$ cat src/rtl/calc_operand_regs_pkg.sv
// Shared types and constants for the calculator operand register slice.
// Optional backspace support is selected with CALC_BACKSPACE_EN.
package calc_pkg;

  localparam int HEX_W = 4;

  localparam logic [1:0] OP_ADD = 2'd0;
  localparam logic [1:0] OP_SUB = 2'd1;
  localparam logic [1:0] OP_MUL = 2'd2;
  localparam logic [1:0] OP_DIV = 2'd3;

  typedef enum logic [2:0] {
    ENTER1,
    OPSEL,
    ENTER2,
    BUSY,
    RESULT
  } state_t;

  function automatic int cnt_w(input int digits);
    return $clog2(digits + 1);
  endfunction

endpackage

$ cat src/rtl/calc_operand_regs_if.sv
// Keypad, arithmetic-unit and display bundle for calc_operand_regs.
// The del pulse exists only when CALC_BACKSPACE_EN is defined.
interface calc_operand_regs_if #(
  parameter int DIGITS = 4,
  parameter int OPW    = 2
);
  localparam int W = 4 * DIGITS;

  logic           newhex;
  logic [3:0]     hexcode;
  logic           newop;
  logic [OPW-1:0] opcode;
  logic           eq;
`ifdef CALC_BACKSPACE_EN
  logic           del;
`endif
  logic [W-1:0]   ans;
  logic           ans_valid;
  logic [W-1:0]   V1_reg;
  logic [W-1:0]   V2_reg;
  logic [OPW-1:0] op_reg;
  logic           calc_req;
  logic           disp_sel;
  logic           busy;

  modport master (
    output newhex, hexcode, newop, opcode, eq,
`ifdef CALC_BACKSPACE_EN
    output del,
`endif
    output ans, ans_valid,
    input  V1_reg, V2_reg, op_reg,
    input  calc_req, disp_sel, busy
  );

  modport slave (
    input  newhex, hexcode, newop, opcode, eq,
`ifdef CALC_BACKSPACE_EN
    input  del,
`endif
    input  ans, ans_valid,
    output V1_reg, V2_reg, op_reg,
    output calc_req, disp_sel, busy
  );

endinterface

$ cat src/rtl/calc_operand_regs_digit_reg.sv
// One operand register with its digit count; saturates at DIGITS digits.
// Backspace input present only when CALC_BACKSPACE_EN is defined.
import calc_pkg::*;

module calc_digit_reg #(
  parameter int DIGITS = 4
) (
  input  logic                      clock,
  input  logic                      reset,
  input  logic                      load,
  input  logic                      shift_in,
  input  logic                      clear,
  input  logic                      set_full,
`ifdef CALC_BACKSPACE_EN
  input  logic                      bksp,
`endif
  input  logic [HEX_W-1:0]          hex,
  input  logic [HEX_W*DIGITS-1:0]   full_val,
  output logic [HEX_W*DIGITS-1:0]   value
);

  localparam int W  = HEX_W * DIGITS;
  localparam int CW = cnt_w(DIGITS);
  localparam logic [CW-1:0] FULL = CW'(DIGITS);
  localparam logic [CW-1:0] ONE  = CW'(1);

  logic [CW-1:0] count;

  always_ff @(posedge clock or negedge reset) begin
    if (!reset) begin
      value <= '0;
      count <= '0;
    end else if (clear) begin
      value <= '0;
      count <= '0;
    end else if (set_full) begin
      value <= full_val;
      count <= FULL;
    end else if (load) begin
      value <= W'(hex);
      count <= ONE;
    end else if (shift_in) begin
      if (count == '0) begin
        value <= W'(hex);
        count <= ONE;
      end else if (count != FULL) begin
        value <= (value << HEX_W) | W'(hex);
        count <= count + ONE;
      end
`ifdef CALC_BACKSPACE_EN
    end else if (bksp && count != '0) begin
      value <= value >> HEX_W;
      count <= count - ONE;
`endif
    end
  end

endmodule

$ cat src/rtl/calc_operand_regs.sv
// Operand/operator registers and arithmetic handshake for the calculator.
// Build with CALC_BACKSPACE_EN to add the del (backspace) key.
import calc_pkg::*;

module calc_operand_regs #(
  parameter int DIGITS = 4,
  parameter int OPW    = 2
) (
  input logic          clock,
  input logic          reset,
  calc_operand_regs_if.slave bus
);

  state_t         state;
  state_t         after_st;
  logic [OPW-1:0] op_q;
  logic [OPW-1:0] pend_op;
  logic           req_q;
  logic           busy_q;
  logic           dsel_q;

  logic k_eq, k_op, k_hex;
  logic v1_load, v1_shift, v1_full;
  logic v2_load, v2_shift, v2_full, v2_clr;

  assign k_eq  = bus.eq;
  assign k_op  = bus.newop & ~bus.eq;
  assign k_hex = bus.newhex & ~bus.newop & ~bus.eq;

`ifdef CALC_BACKSPACE_EN
  logic k_del, v1_bksp, v2_bksp;
  assign k_del = bus.del & ~bus.newhex
               & ~bus.newop & ~bus.eq;
`endif

  always_comb begin
    v1_load  = 1'b0;
    v1_shift = 1'b0;
    v1_full  = 1'b0;
    v2_load  = 1'b0;
    v2_shift = 1'b0;
    v2_full  = 1'b0;
    v2_clr   = 1'b0;
`ifdef CALC_BACKSPACE_EN
    v1_bksp  = 1'b0;
    v2_bksp  = 1'b0;
`endif
    case (state)
      ENTER1: begin
        v1_shift = k_hex;
        v2_clr   = k_op;
`ifdef CALC_BACKSPACE_EN
        v1_bksp  = k_del;
`endif
      end
      OPSEL: begin
        v2_load = k_hex;
        v2_full = k_eq;
      end
      ENTER2: begin
        v2_shift = k_hex;
`ifdef CALC_BACKSPACE_EN
        v2_bksp  = k_del;
`endif
      end
      BUSY: begin
        v1_full = bus.ans_valid;
        v2_clr  = bus.ans_valid && after_st == OPSEL;
      end
      RESULT: begin
        v1_load = k_hex;
        v2_clr  = k_op;
      end
      default: ;
    endcase
  end

  // Keys are one-hot after priority masking, so each state decodes a winner.
  always_ff @(posedge clock or negedge reset) begin
    if (!reset) begin
      state    <= ENTER1;
      after_st <= ENTER1;
      op_q     <= '0;
      pend_op  <= '0;
      req_q    <= 1'b0;
      busy_q   <= 1'b0;
      dsel_q   <= 1'b0;
    end else begin
      case (state)
        ENTER1: begin
          if (k_op) begin
            op_q  <= bus.opcode;
            state <= OPSEL;
          end
        end
        OPSEL: begin
          unique case (1'b1)
            k_eq: begin
              after_st <= RESULT;
              state    <= BUSY;
              req_q    <= 1'b1;
              busy_q   <= 1'b1;
            end
            k_op: op_q <= bus.opcode;
            k_hex: begin
              state  <= ENTER2;
              dsel_q <= 1'b1;
            end
            default: ;
          endcase
        end
        ENTER2: begin
          unique case (1'b1)
            k_eq: begin
              after_st <= RESULT;
              state    <= BUSY;
              req_q    <= 1'b1;
              busy_q   <= 1'b1;
              dsel_q   <= 1'b0;
            end
            k_op: begin
              pend_op  <= bus.opcode;
              after_st <= OPSEL;
              state    <= BUSY;
              req_q    <= 1'b1;
              busy_q   <= 1'b1;
              dsel_q   <= 1'b0;
            end
            default: ;
          endcase
        end
        BUSY: begin
          if (bus.ans_valid) begin
            state  <= after_st;
            req_q  <= 1'b0;
            busy_q <= 1'b0;
            if (after_st == OPSEL)
              op_q <= pend_op;
          end
        end
        RESULT: begin
          unique case (1'b1)
            k_eq: begin
              after_st <= RESULT;
              state    <= BUSY;
              req_q    <= 1'b1;
              busy_q   <= 1'b1;
            end
            k_op: begin
              op_q  <= bus.opcode;
              state <= OPSEL;
            end
            k_hex: state <= ENTER1;
            default: ;
          endcase
        end
        default: state <= ENTER1;
      endcase
    end
  end

  assign bus.op_reg   = op_q;
  assign bus.calc_req = req_q;
  assign bus.busy     = busy_q;
  assign bus.disp_sel = dsel_q;

  calc_digit_reg #(.DIGITS(DIGITS)) u_v1 (
    .clock    (clock),
    .reset    (reset),
    .load     (v1_load),
    .shift_in (v1_shift),
    .clear    (1'b0),
    .set_full (v1_full),
`ifdef CALC_BACKSPACE_EN
    .bksp     (v1_bksp),
`endif
    .hex      (bus.hexcode),
    .full_val (bus.ans),
    .value    (bus.V1_reg)
  );

  // V2 takes V1 wholesale when equals follows an operator directly.
  calc_digit_reg #(.DIGITS(DIGITS)) u_v2 (
    .clock    (clock),
    .reset    (reset),
    .load     (v2_load),
    .shift_in (v2_shift),
    .clear    (v2_clr),
    .set_full (v2_full),
`ifdef CALC_BACKSPACE_EN
    .bksp     (v2_bksp),
`endif
    .hex      (bus.hexcode),
    .full_val (bus.V1_reg),
    .value    (bus.V2_reg)
  );

endmodule

$ cat src/flat_wrapper.sv
// flat-port wrapper written by rule: the top's interface ports become plain ports
module calc_operand_regs_flat 
#(
  parameter int DIGITS = 4,
  parameter int OPW    = 2
)
  (clock, reset, bus_newhex, bus_hexcode, bus_newop, bus_opcode, bus_eq, bus_ans, bus_ans_valid, bus_V1_reg, bus_V2_reg, bus_op_reg, bus_calc_req, bus_disp_sel, bus_busy);
  calc_operand_regs_if #(.DIGITS(DIGITS), .OPW(OPW)) bus_i ();
  input logic clock;
  input logic reset;
  input wire logic [$bits(bus_i.newhex)-1:0] bus_newhex;
  input wire logic [$bits(bus_i.hexcode)-1:0] bus_hexcode;
  input wire logic [$bits(bus_i.newop)-1:0] bus_newop;
  input wire logic [$bits(bus_i.opcode)-1:0] bus_opcode;
  input wire logic [$bits(bus_i.eq)-1:0] bus_eq;
  input wire logic [$bits(bus_i.ans)-1:0] bus_ans;
  input wire logic [$bits(bus_i.ans_valid)-1:0] bus_ans_valid;
  output wire logic [$bits(bus_i.V1_reg)-1:0] bus_V1_reg;
  output wire logic [$bits(bus_i.V2_reg)-1:0] bus_V2_reg;
  output wire logic [$bits(bus_i.op_reg)-1:0] bus_op_reg;
  output wire logic [$bits(bus_i.calc_req)-1:0] bus_calc_req;
  output wire logic [$bits(bus_i.disp_sel)-1:0] bus_disp_sel;
  output wire logic [$bits(bus_i.busy)-1:0] bus_busy;
  assign bus_i.newhex = bus_newhex;
  assign bus_i.hexcode = bus_hexcode;
  assign bus_i.newop = bus_newop;
  assign bus_i.opcode = bus_opcode;
  assign bus_i.eq = bus_eq;
  assign bus_i.ans = bus_ans;
  assign bus_i.ans_valid = bus_ans_valid;
  assign bus_V1_reg = bus_i.V1_reg;
  assign bus_V2_reg = bus_i.V2_reg;
  assign bus_op_reg = bus_i.op_reg;
  assign bus_calc_req = bus_i.calc_req;
  assign bus_disp_sel = bus_i.disp_sel;
  assign bus_busy = bus_i.busy;
  calc_operand_regs #(.DIGITS(DIGITS), .OPW(OPW)) u_core (.clock(clock), .reset(reset), .bus(bus_i));
endmodule
$ cat config.mk
export PLATFORM = sky130hd
export DESIGN_NAME = calc_operand_regs_flat
export DESIGN_NICKNAME = d
export VERILOG_FILES = /design/src/rtl/calc_operand_regs_pkg.sv /design/src/rtl/calc_operand_regs_if.sv /design/src/rtl/calc_operand_regs_digit_reg.sv /design/src/rtl/calc_operand_regs.sv /design/src/flat_wrapper.sv
export SDC_FILE = /design/constraint.sdc
export NUM_CORES = 1
export LEC_CHECK = 0
export BUFFER_PORTS_ARGS = -buffer_cell sky130_fd_sc_hd__buf_2
export CAP_MARGIN = 10
export CORE_ASPECT_RATIO = 1.75
export CORE_MARGIN = 2
export CORE_UTILIZATION = 35
export DETAILED_ROUTE_END_ITERATION = 10
export PLACE_DENSITY = 0.63
export SYNTH_ARGS = -nofsm -noshare
export SYNTH_HDL_FRONTEND = slang
export SYNTH_SLANG_ARGS = --single-unit
$ cat constraint.sdc
create_clock -name clock -period 3.3 [get_ports clock]
set_input_delay 0.165 -clock clock [delete_from_list [all_inputs] [get_ports clock]]
set_output_delay 0.165 -clock clock [all_outputs]
set_load 0.01 [all_outputs]
==> summary.md, run 1 <==
| Metric | Value |
|---|---|
| Net Sw Frac | `about two fifths` |
| Post-synthesis register bit count | `between 40 and 50` |
| Post-Syn Nets | `approximately 320` |
| # Max-Cap Violations | `0` |
| Hold Path Class | `in -> reg` |
| Pins over their slew limit | `0` |
| DP Cell Count | `around 430` |
| Seq/Total Area, Yosys | `between 40% and 50%` |
| Die H | `roughly 120 um` |
| Total core area | `about 7500 um^2` |
| CP Class | `reg -> reg` |
| Most Crowded Layer GR | `met2` |
| Fill cell count | `between 700 and 800` |
| Status | `completed` |
| Met2 GRT Util | `about a third` |
| Setup TNS | `0 ns` |
| Die W | `roughly 70 um` |
| Top_reg_cell synth | `dfrtp_1` |
| Die ar. | `about 8400 um^2` |
| Cell depth of the worst flop-to-flop path | `4` |
| Clk pwr share | `between 15 and 20%` |
| Tmin final | `2.329 ns` |
| Largest regs | `u_core.u_v1.value (16), u_core.u_v2.value (16)` |
| CP Launch Type | `flip-flop` |
| RR Endpoint | `u_core.u_v2.value[14]$_DFFE_PN0P_` |
| Drc violations | `0` |
| Vias | `approximately 2400` |
| Final ANT Viol Nets | `0` |
| EDFF count, synth | `0` |
| Initial antenna violation count | `0` |
| Final period util | `between 70% and 80%` |
| H-tree level count | `2` |
| Critical Path AT | `approximately 2.5 ns` |
| Initial Util | `a little over a third` |
| DR vias/cell | `between 5 and 6` |
| Row count | `42` |
| Post-Syn Area | `2675 um^2` |
| Post-DP HPWL | `between 5 and 6 mm` |
| Flop-to-flop setup slack | `around 0.97 ns` |
| Share of cells above drive strength 1 | `27.51%` |
| Vias in the first global route | `2322` |
| Final Setup Violations | `0` |
| Avg Cell Area, Syn | `approximately 9.2 um^2` |
| Post-cts sizing count | `0` |
| Worst r2r src | `u_core.state[1]$_DFFE_PN0P_` |
| YS warnings | `0` |
| Largest net degree at the start of global routing | `30` |
| Synth cell count leaders | `51 x nand2_1, 49 x dfrtp_1, 26 x nor2_1` |
| Crit Path Max Fanout | `21` |
| Clock Skew | `around 0.0065 ns` |
| Worst path required time | `approximately 3.5 ns` |
| DP Area | `just over 3000 um^2` |
| RSZ-0062 raised after global routing | `false` |
| Hold Vio Cnt, Final | `0` |
| Register share of total power | `a little under two fifths` |
| WHS Path Cells | `3` |
| Fmax | `~430 MHz` |
| Cell taking the most area after synthesis | `dfrtp_1` |
| Final core occ | `a little over two fifths` |
| DRT Wirelength | `about 7 mm` |
| Buffers on Ports | `64` |
| Overall Global Routing Usage | `between 10% and 20%` |
| Total CTS buffers | `5` |
| GRT met1 Usage | `20.66%` |
| Net switching power | `1226 uW` |
| Wire length per cell | `16.38 um` |
| Global-route wire length before repair | `11.74 mm` |
| Synth async-reset ratio | `100.0%` |
| GRT overflow | `0` |
| Post-Layout Cell Count | `around 440` |
| PwrDens | `931.7 nW/um^2` |
| Maximum root-to-sink buffer count | `2` |
| Synth top area share | `a little under half` |
| Worst Tran Pin Value | `approximately 0.63 ns` |
| Setup crit end kind | `flip-flop` |
| Clock sink count | `49` |
| Placer Congestion | `about 0.85` |
| Synth area leaders | `dfrtp_1 46%, nand2_1 7.2%, o21ai_0 4.5%` |
| Worst-Skew Late Latency | `slightly below 0.3 ns` |
| Hold wc startpoint | `bus_ans[1]` |
| Top Ports | `65` |
| Power Internal | `between 1500 and 2000 uW` |
| Number of iterations in the first detailed-routing pass | `4` |
| CTS tree | `yes` |
| Syn Inst Count | `a little under 300` |
| Clock root buffer | `clkbuf_16` |
| Peak supply drop | `0.4136 mV` |
| Antenna fix cells | `0` |
| Rel. slew slack | `between 50 and 60%` |
| Nets@finish | `380` |
| DRT iter0 DRCs | `171` |
| Distinct cells, synth | `approximately 50` |
| Comb power frac | `between 40% and 50%` |
| Met3 Track Usage GR | `2.771%` |
| Post-route cell area | `between 3000 and 4000 um^2` |
| Area added between synthesis and finish | `20.81%` |
| Leakage | `approximately 0.0014 uW` |
| Clock transition at path regs | `0.07 ns` |
| Most numerous cell in the Yosys netlist | `nand2_1` |
| Worst Hold End | `u_core.u_v1.value[1]$_DFFE_PN0P_` |
==> placed cells by master (no fill, tap or decap), types with 3 or more instances in the layout <==
master     synthesis  layout
nand2b_1           4       4
nand3_1            5       5
buf_4              3       8
a211oi_1           5       5
a22oi_1           13      13
nand2_1           51      51
a31oi_2            8       8
mux2i_1            5       5
buf_2              3      64
clkbuf_16          0       5
nor2_1            26      26
o21ai_0           24      24
a31oi_1            7       7
ha_1               4       4
o21ai_1            6       6
nor2b_1            3       3
a21oi_1            8       8
dfrtp_1           49      49
inv_1             11      11
==> per-layer routing <==
layer | share of wire (%) | routed length, um | vias up
met5 | 0 | 0 | -
met4 | 2.0 | 144 | 0
met1 | 39 | 2766 | 1123
met3 | 4.9 | 351 | 13
li1 | - | - | 1145
met2 | 54 | 3894 | 77
==> power groups by stage <==
stage | logic, uW | clock network [uW] | registers (uW)
2_1_floorplan | 808 | 0 | 1150
3_3_place_gp | 1250 | 0 | 1150
3_5_place_dp | 1280 | 0 | 1160
4_1_cts | 1280 | 611 | 1150
5_1_grt | 1420 | 632 | 1190
6_report | 1270 | 596 | 1150
==> per-stage QoR <==
stage          worst slack [ns]  power (uW)  hold slack [ns]
3_3_place_gp              1.177        2404           0.1567
4_1_cts                   1.019        3046           0.1047
2_1_floorplan             1.537        1960          -0.1306
6_report                 0.9715        3011           0.1041
5_1_grt                  0.7431        3242           0.1244
3_5_place_dp              1.012        2439           0.1635
==> critical path, stage by stage, from the launching register on <==
cell and delay [ns]:
dfrtp_1 0.61, and4b_1 0.44, a31oi_1 0.44, nand3_1 0.44
o21ai_0 0.30
==> worst max path at each step <==
stage	from	endpoint	slack, ns	depth (start not counted)
after floorplan	u_core.state[1]$_DFFE_PN0P_	u_core.u_v1.value[10]$_DFFE_PN0P_	1.54	5
after global placement	u_core.state[1]$_DFFE_PN0P_	u_core.u_v2.value[15]$_DFFE_PN0P_	1.18	4
after CTS	u_core.state[1]$_DFFE_PN0P_	u_core.u_v2.value[14]$_DFFE_PN0P_	1.02	4
final	u_core.state[1]$_DFFE_PN0P_	u_core.u_v2.value[14]$_DFFE_PN0P_	0.97	4
after global routing	u_core.state[1]$_DFFE_PN0P_	u_core.u_v2.value[8]$_DFFE_PN0P_	0.74	4
after detailed placement	u_core.state[1]$_DFFE_PN0P_	u_core.u_v2.value[14]$_DFFE_PN0P_	1.01	4
==> cell families after synthesis <==
group / synth area share [%]
flip-flops: 45.84
XOR/XNOR: 0.6549
AND/OR/NAND/NOR: 19.64
AO/OA/AOI/OAI: 23.25
buffers and inverters: 6.033
multiplexers: 2.713
adder cells (fa/ha/maj): 1.871
==> cell type report <==
cell class                      count  area [um^2]  area share [%]
Multi-Input combinational cell    208         1287           39.84
Sequential cell                    49         1226           37.94
Timing Repair Buffer               73        390.4           12.08
Clock buffer                        6        138.9           4.297
Tap cell                           88        110.1           3.407
Inverter                           11        41.29           1.278
Clock inverter                      2        37.54           1.161
==> repair_timing <==
action	in CTS	in global routing
hold endpoints to repair	20	0
buffers inserted	0	0
hold buffers	1	0
Note: power is estimated with default switching activity, not from simulation.
==> run 2: changes to the inputs <==
==> constraint.sdc (replaced) <==
create_clock -name clock -period 2.4 [get_ports clock]
set_input_delay 0.12 -clock clock [delete_from_list [all_inputs] [get_ports clock]]
set_output_delay 0.12 -clock clock [all_outputs]
set_load 0.01 [all_outputs]
==> summary.md, run 2 (synthesized netlist as in run 1, its figures left out) <==
| Metric | Value |
|---|---|
| Largest regs | `u_core.u_v1.value (16), u_core.u_v2.value (16)` |
| Initial Util | `around 36%` |
| Buffers on Ports | `64` |
| Critical path cell sequence | `buf_4 -> nor2b_1 -> nand2_1 -> nand3_1 -> o21ai_0` |
| # Max-Cap Violations | `0` |
| Slowest cell on crit path | `dfrtp_1` |
| Worst Tran Pin Value | `around 0.56 ns` |
| Register share of total power | `a little under two fifths` |
| Worst Setup SP | `u_core.state[0]$_DFFE_PN0P_` |
| Worst-Skew Late Latency | `roughly 0.29 ns` |
| Die ar. | `about 8400 um^2` |
| Clock sink count | `49` |
| Cell depth of the worst flop-to-flop path | `5` |
| CP Class | `reg -> reg` |
| H-tree level count | `2` |
| Pins over their slew limit | `0` |
| Final period util | `approximately 87%` |
| Final Setup Violations | `0` |
| Hold Vio Cnt, Final | `0` |
| DP Area | `~3100 um^2` |
| Commonest cells after routing, fill and taps aside | `64 x buf_2, 51 x nand2_1, 49 x dfrtp_1, 26 x nor2_1, 24 x o21ai_0` |
| CTS tree | `yes` |
| CP Launch Type | `flip-flop` |
| Setup crit end kind | `flip-flop` |
| Overall Global Routing Usage | `between 10% and 20%` |
| PwrDens | `about 1300 nW/um^2` |
| Post-DP HPWL | `5.628 mm` |
| Clock transition at path regs | `roughly 0.07 ns` |
| Share of cells above drive strength 1 | `27.84%` |
| Rel. slew slack | `around 62%` |
| Drc violations | `0` |
| Die H | `119.7 um` |
| Fmax | `480.2 MHz` |
| CP peak stage delay | `0.56 ns` |
| Antenna fix cells | `0` |
| Post-route cell area | `roughly 3300 um^2` |
| Setup TNS | `0 ns` |
| Vias in the first global route | `approximately 2400` |
| CP endpoint | `u_core.u_v2.value[8]$_DFFE_PN0P_` |
| Crit Path Max Fanout | `12` |
| Clock Skew | `~0.0070 ns` |
| RSZ-0062 raised after global routing | `false` |
| Initial antenna violation count | `0` |
| Total CTS buffers | `5` |
| RR Endpoint | `u_core.u_v2.value[8]$_DFFE_PN0P_` |
| Total core area | `7515 um^2` |
| Peak supply drop | `approximately 0.46 mV` |
| Flop-to-flop setup slack | `between 0.3 and 0.4 ns` |
| Area added between synthesis and finish | `21.52%` |
| Die W | `~70 um` |
| Hold Path Class | `in -> reg` |
| Maximum root-to-sink buffer count | `2` |
| Setup WS post-layout | `about 0.32 ns` |
| Top Ports | `65` |
| Status | `completed` |
| DR vias/cell | `5.393` |
| Final hold slack | `a little under 0.04 ns` |
| Placer Congestion | `roughly 0.9` |
| Global-route wire length before repair | `between 10 and 15 mm` |
| Pre-CTS WS | `approximately 0.34 ns` |
| Leakage | `between 0.001 and 0.0015 uW` |
| Final ANT Viol Nets | `0` |
| GRT overflow | `0` |
| Largest net degree at the start of global routing | `33` |
| Number of iterations in the first detailed-routing pass | `4` |
| Nets@finish | `~380` |
| Commonest non-fill, non-tap cell in the layout | `buf_2` |
| Clock root buffer | `clkbuf_16` |
| Critical Path AT | `around 2.2 ns` |
| DRT iter0 DRCs | `around 160` |
| Net switching power | `between 1500 and 2000 uW` |
| Total power | `4190 uW` |
| Power Internal | `between 2000 and 2500 uW` |
| DRT Wirelength | `7.557 mm` |
| Post-cts sizing count | `0` |
| Tmin final | `~2.1 ns` |
| Worst r2r src | `u_core.state[0]$_DFFE_PN0P_` |
| Comb power frac | `a little over two fifths` |
| Net Sw Frac | `between 40% and 50%` |
| Row count | `42` |
| Wire length per cell | `~17 um` |
| Clk pwr share | `roughly a fifth` |
| Worst path required time | `around 2.6 ns` |
| Vias | `2373` |
[run 2: critical path, delay by kind of cell (launching register included)]
family,cells,cell delay (ns)
AND/OR/NAND/NOR,3,0.97
flip-flops,1,0.56
buffers and inverters,1,0.25
AO/OA/AOI/OAI,1,0.17
[run 2: metal layers]
layer / wire [um] / up-vias / global-route usage [%]
li1: - / 1154 / -
met1: 2835 / 1124 / 21.49
met2: 4127 / 84 / 34.88
met3: 402 / 11 / 3.442
met4: 191 / 0 / 7.332
met5: 0 / - / 0
[run 2: worst min path at each step]
stage / start / end / slack (ns) / depth (start not counted)
3_5_place_dp: reset / u_core.state[0]$_DFFE_PN0P_ / 0.11 / 1
3_3_place_gp: reset / u_core.u_v1.value[0]$_DFFE_PN0P_ / 0.09 / 1
6_report: bus_ans[1] / u_core.u_v1.value[1]$_DFFE_PN0P_ / 0.04 / 3
2_1_floorplan: reset / u_core.after_st[0]$_DFFE_PN0P_ / -0.18 / 0
5_1_grt: bus_ans[0] / u_core.u_v1.value[0]$_DFFE_PN0P_ / 0.07 / 3
4_1_cts: bus_ans[1] / u_core.u_v1.value[1]$_DFFE_PN0P_ / 0.04 / 3
[run 2: area by class of cell]
type | instances | area, um^2
Clock buffer | 7 | 142.6
Clock inverter | 1 | 30.03
Fill cell | 775 | 4264
Inverter | 11 | 41.29
Multi-Input combinational cell | 208 | 1287
Sequential cell | 49 | 1226
Tap cell | 88 | 110.1
Timing Repair Buffer | 76 | 412.9
[run 2: through the flow]
stage / utilization (%) / std cells
floorplan: - / 290
global placement: 40.83 / 431
global route: 43.26 / 440
finish: 43.26 / 440
CTS: 43.26 / 440
detailed placement: 40.83 / 431
[run 2: power by group through the flow]
stage / logic, uW / clock network, uW / registers [uW]
final: 1800 / 822 / 1570
after global routing: 2030 / 873 / 1620
after CTS: 1810 / 844 / 1580
after detailed placement: 1800 / 0 / 1590
after global placement: 1770 / 0 / 1580
after floorplan: 1110 / 0 / 1580
[run 2: timing repair]
action                    CTS  global route
hold endpoints to repair   17             0
hold buffers                1             0
setup buffers               0             0
==> run 3: changes to the inputs <==
--- a/config.mk
+++ b/config.mk
@@ -5,13 +5,14 @@
 export SDC_FILE = /design/constraint.sdc
 export NUM_CORES = 1
 export LEC_CHECK = 0
+export ABC_AREA = 1
 export BUFFER_PORTS_ARGS = -buffer_cell sky130_fd_sc_hd__buf_2
 export CAP_MARGIN = 10
 export CORE_ASPECT_RATIO = 1.75
 export CORE_MARGIN = 2
 export CORE_UTILIZATION = 35
 export DETAILED_ROUTE_END_ITERATION = 10
-export PLACE_DENSITY = 0.63
+export PLACE_DENSITY = 0.62
 export SYNTH_ARGS = -nofsm -noshare
 export SYNTH_HDL_FRONTEND = slang
 export SYNTH_SLANG_ARGS = --single-unit
==> summary.md, run 3 <==
| Metric | Value |
|---|---|
| Commonest non-fill, non-tap cell in the layout | `nand2_1` |
| Number of iterations in the first detailed-routing pass | `4` |
| Post-Syn Area | `3112 um^2` |
| Clock root buffer | `clkbuf_16` |
| Antenna fix cells | `0` |
| Most numerous cell in the Yosys netlist | `nand2_1` |
| EDFF count, synth | `0` |
| Peak supply drop | `about 0.53 mV` |
| GRT overflow | `0` |
| Total CTS buffers | `5` |
| Total core area | `between 8000 and 9000 um^2` |
| Final period util | `80.42%` |
| Synth async-reset ratio | `100.0%` |
| Post-cts sizing count | `0` |
| Largest regs | `u_core.u_v1.value (16), u_core.u_v2.value (16)` |
| Placer Congestion | `0.9511` |
| Synth cell count leaders | `156 x nand2_1, 60 x nand3_1, 49 x dfrtp_1` |
| CP Class | `reg -> reg` |
| Vias in the first global route | `around 3000` |
| Syn Inst Count | `454` |
| DRT Wirelength | `slightly below 9 mm` |
| Worst-Skew Late Latency | `0.29 ns` |
| Final ANT Viol Nets | `0` |
| Setup WS post-layout | `~0.47 ns` |
| Cell taking the most area after synthesis | `dfrtp_1` |
| Pins over their slew limit | `0` |
| RSZ-0062 raised after global routing | `false` |
| Post-Syn Nets | `between 400 and 500` |
| Post-route cell area | `between 3000 and 4000 um^2` |
| Initial Util | `between 30 and 40%` |
| Row count | `45` |
| Avg Cell Area, Syn | `6.854 um^2` |
| Clock Skew | `a little over 0.006 ns` |
| Initial antenna violation count | `0` |
| # Max-Cap Violations | `0` |
| Tmin final | `between 1.5 and 2 ns` |
| Overall Global Routing Usage | `about 20%` |
| Global-route wire length before repair | `around 15 mm` |
| Post-DP HPWL | `~7 mm` |
| DRT iter0 DRCs | `201` |
| Synth area leaders | `dfrtp_1 39%, nand2_1 19%, nand3_1 9.7%` |
| Critical Path AT | `around 2.1 ns` |
| Rel. slew slack | `between 60 and 70%` |
| Setup crit end kind | `flip-flop` |
| DP Cell Count | `624` |
| Commonest cells after routing, fill and taps aside | `156 x nand2_1, 64 x buf_2, 60 x nand3_1, 49 x dfrtp_1, 47 x inv_1` |
| Final Setup Violations | `0` |
| Nets@finish | `between 500 and 600` |
| Post-CTS Setup Bufs | `0` |
| Post-synthesis register bit count | `49` |
| Area added between synthesis and finish | `18.70%` |
| Die ar. | `about 9700 um^2` |
| Setup TNS | `0 ns` |
| Leakage | `just over 0.002 uW` |
| Worst path required time | `2.58 ns` |
| PwrDens | `1258 nW/um^2` |
| Synth top area share | `39.40%` |
| CTS tree | `yes` |
| Hold_buf cts | `1` |
| Largest net degree at the start of global routing | `32` |
| Worst Tran Pin Value | `~0.48 ns` |
| Vias | `a little over 3000` |
| Hold Vio Cnt, Final | `0` |
| Clock transition at path regs | `~0.070 ns` |
| Buffers on Ports | `64` |
| Maximum root-to-sink buffer count | `2` |
| Wire length per cell | `14.01 um` |
| Top_reg_cell synth | `dfrtp_1` |
| Drc violations | `0` |
| DR vias/cell | `approximately 5` |
| Die H | `around 130 um` |
| Top Ports | `65` |
| Share of cells above drive strength 1 | `roughly a fifth` |
| Seq/Total Area, Yosys | `approximately two fifths` |
| Fmax | `518.1 MHz` |
| Clock sink count | `roughly 50` |
| Hold Path Class | `in -> reg` |
| Distinct cells, synth | `28` |
| Status | `completed` |
| Post-Layout Cell Count | `633` |
| CP Launch Type | `flip-flop` |
| Die W | `approximately 75 um` |
| YS warnings | `0` |
| Pre-CTS WS | `0.4841 ns` |
| DP Area | `between 3000 and 4000 um^2` |
| Crit Path Max Fanout | `26` |
| H-tree level count | `2` |
[run 3: cell types whose count changed after synthesis, moves of 8 or more]
| cell | delta |
|---|---|
| a21oi_1 | +12 |
| a22oi_1 | -13 |
| a31oi_2 | -8 |
| inv_1 | +36 |
| nand2_1 | +105 |
| nand3_1 | +55 |
| nor2_1 | +12 |
[run 3: logic make-up (layout without fill, tap and decap cells)]
logic type               after synthesis  count (layout)  share of synthesized area, %
AND/OR/NAND/NOR                      284             284                         40.73
buffers and inverters                 71             133                         10.41
flip-flops                            49              49                         39.41
AO/OA/AOI/OAI                         44              44                         7.278
adder cells (fa/ha/maj)                4               4                         1.608
XOR/XNOR                               2               2                        0.5630
[run 3: routing by layer]
metal  part of all wire (%)  track usage (%)
met5                      0                0
met1                     38            22.05
met3                    3.5            2.584
met4                    3.2            8.566
met2                     55            35.76
[run 3: final cells by class]
type                            count  area, um^2
Tap cell                          117       146.4
Multi-Input combinational cell    334        1562
Sequential cell                    49        1226
Clock buffer                        6       138.9
Clock inverter                      2       37.54
Timing Repair Buffer               71       375.4
Inverter                           54       207.7
Fill cell                         971        4977
[run 3: path summary, 6_finish.rpt]
| check | start | end | slack [ns] | depth (start not counted) |
|---|---|---|---|---|
| worst min-delay path | bus_opcode[0] | u_core.pend_op[0]$_DFFE_PN0P_ | 0.10 | 3 |
| worst min register to register | u_core.bus.disp_sel$_DFFE_PN0P_ | u_core.bus.disp_sel$_DFFE_PN0P_ | 0.47 | 2 |
| max in group asynchronous | reset | u_core.u_v2.count[1]$_DFFE_PN0P_ | 1.27 | 3 |
| worst max-delay path | u_core.state[2]$_DFFE_PN0P_ | u_core.u_v1.value[14]$_DFFE_PN0P_ | 0.47 | 8 |
| worst max register to register | u_core.state[2]$_DFFE_PN0P_ | u_core.u_v1.value[14]$_DFFE_PN0P_ | 0.47 | 8 |
| min in group asynchronous | reset | u_core.u_v1.count[1]$_DFFE_PN0P_ | 0.33 | 2 |
[run 3: worst max-delay path, cell delays in order (launching register included)]
cell and delay (ns):
dfrtp_1 0.45, inv_2 0.09, nand2_2 0.08, nor2_4 0.14, nand2_2 0.27, nand2_2 0.39, inv_2 0.21, nand2_1 0.11
nand2_1 0.06
[run 3: power by group]
| part | switching (uW) | internal, uW |
|---|---|---|
| clock | 318 | 521 |
| combinational | 1460 | 824 |
| sequential | 343 | 1180 |
[run 3: through the flow]
stage	hold slack (ns)	utilization (%)	total power, uW
2_1_floorplan	-0.1756	-	3109
3_3_place_gp	0.09910	40.45	3801
3_5_place_dp	0.1032	40.45	3837
4_1_cts	0.1005	42.60	4690
5_1_grt	0.1226	42.60	5055
6_report	0.1035	42.60	4646
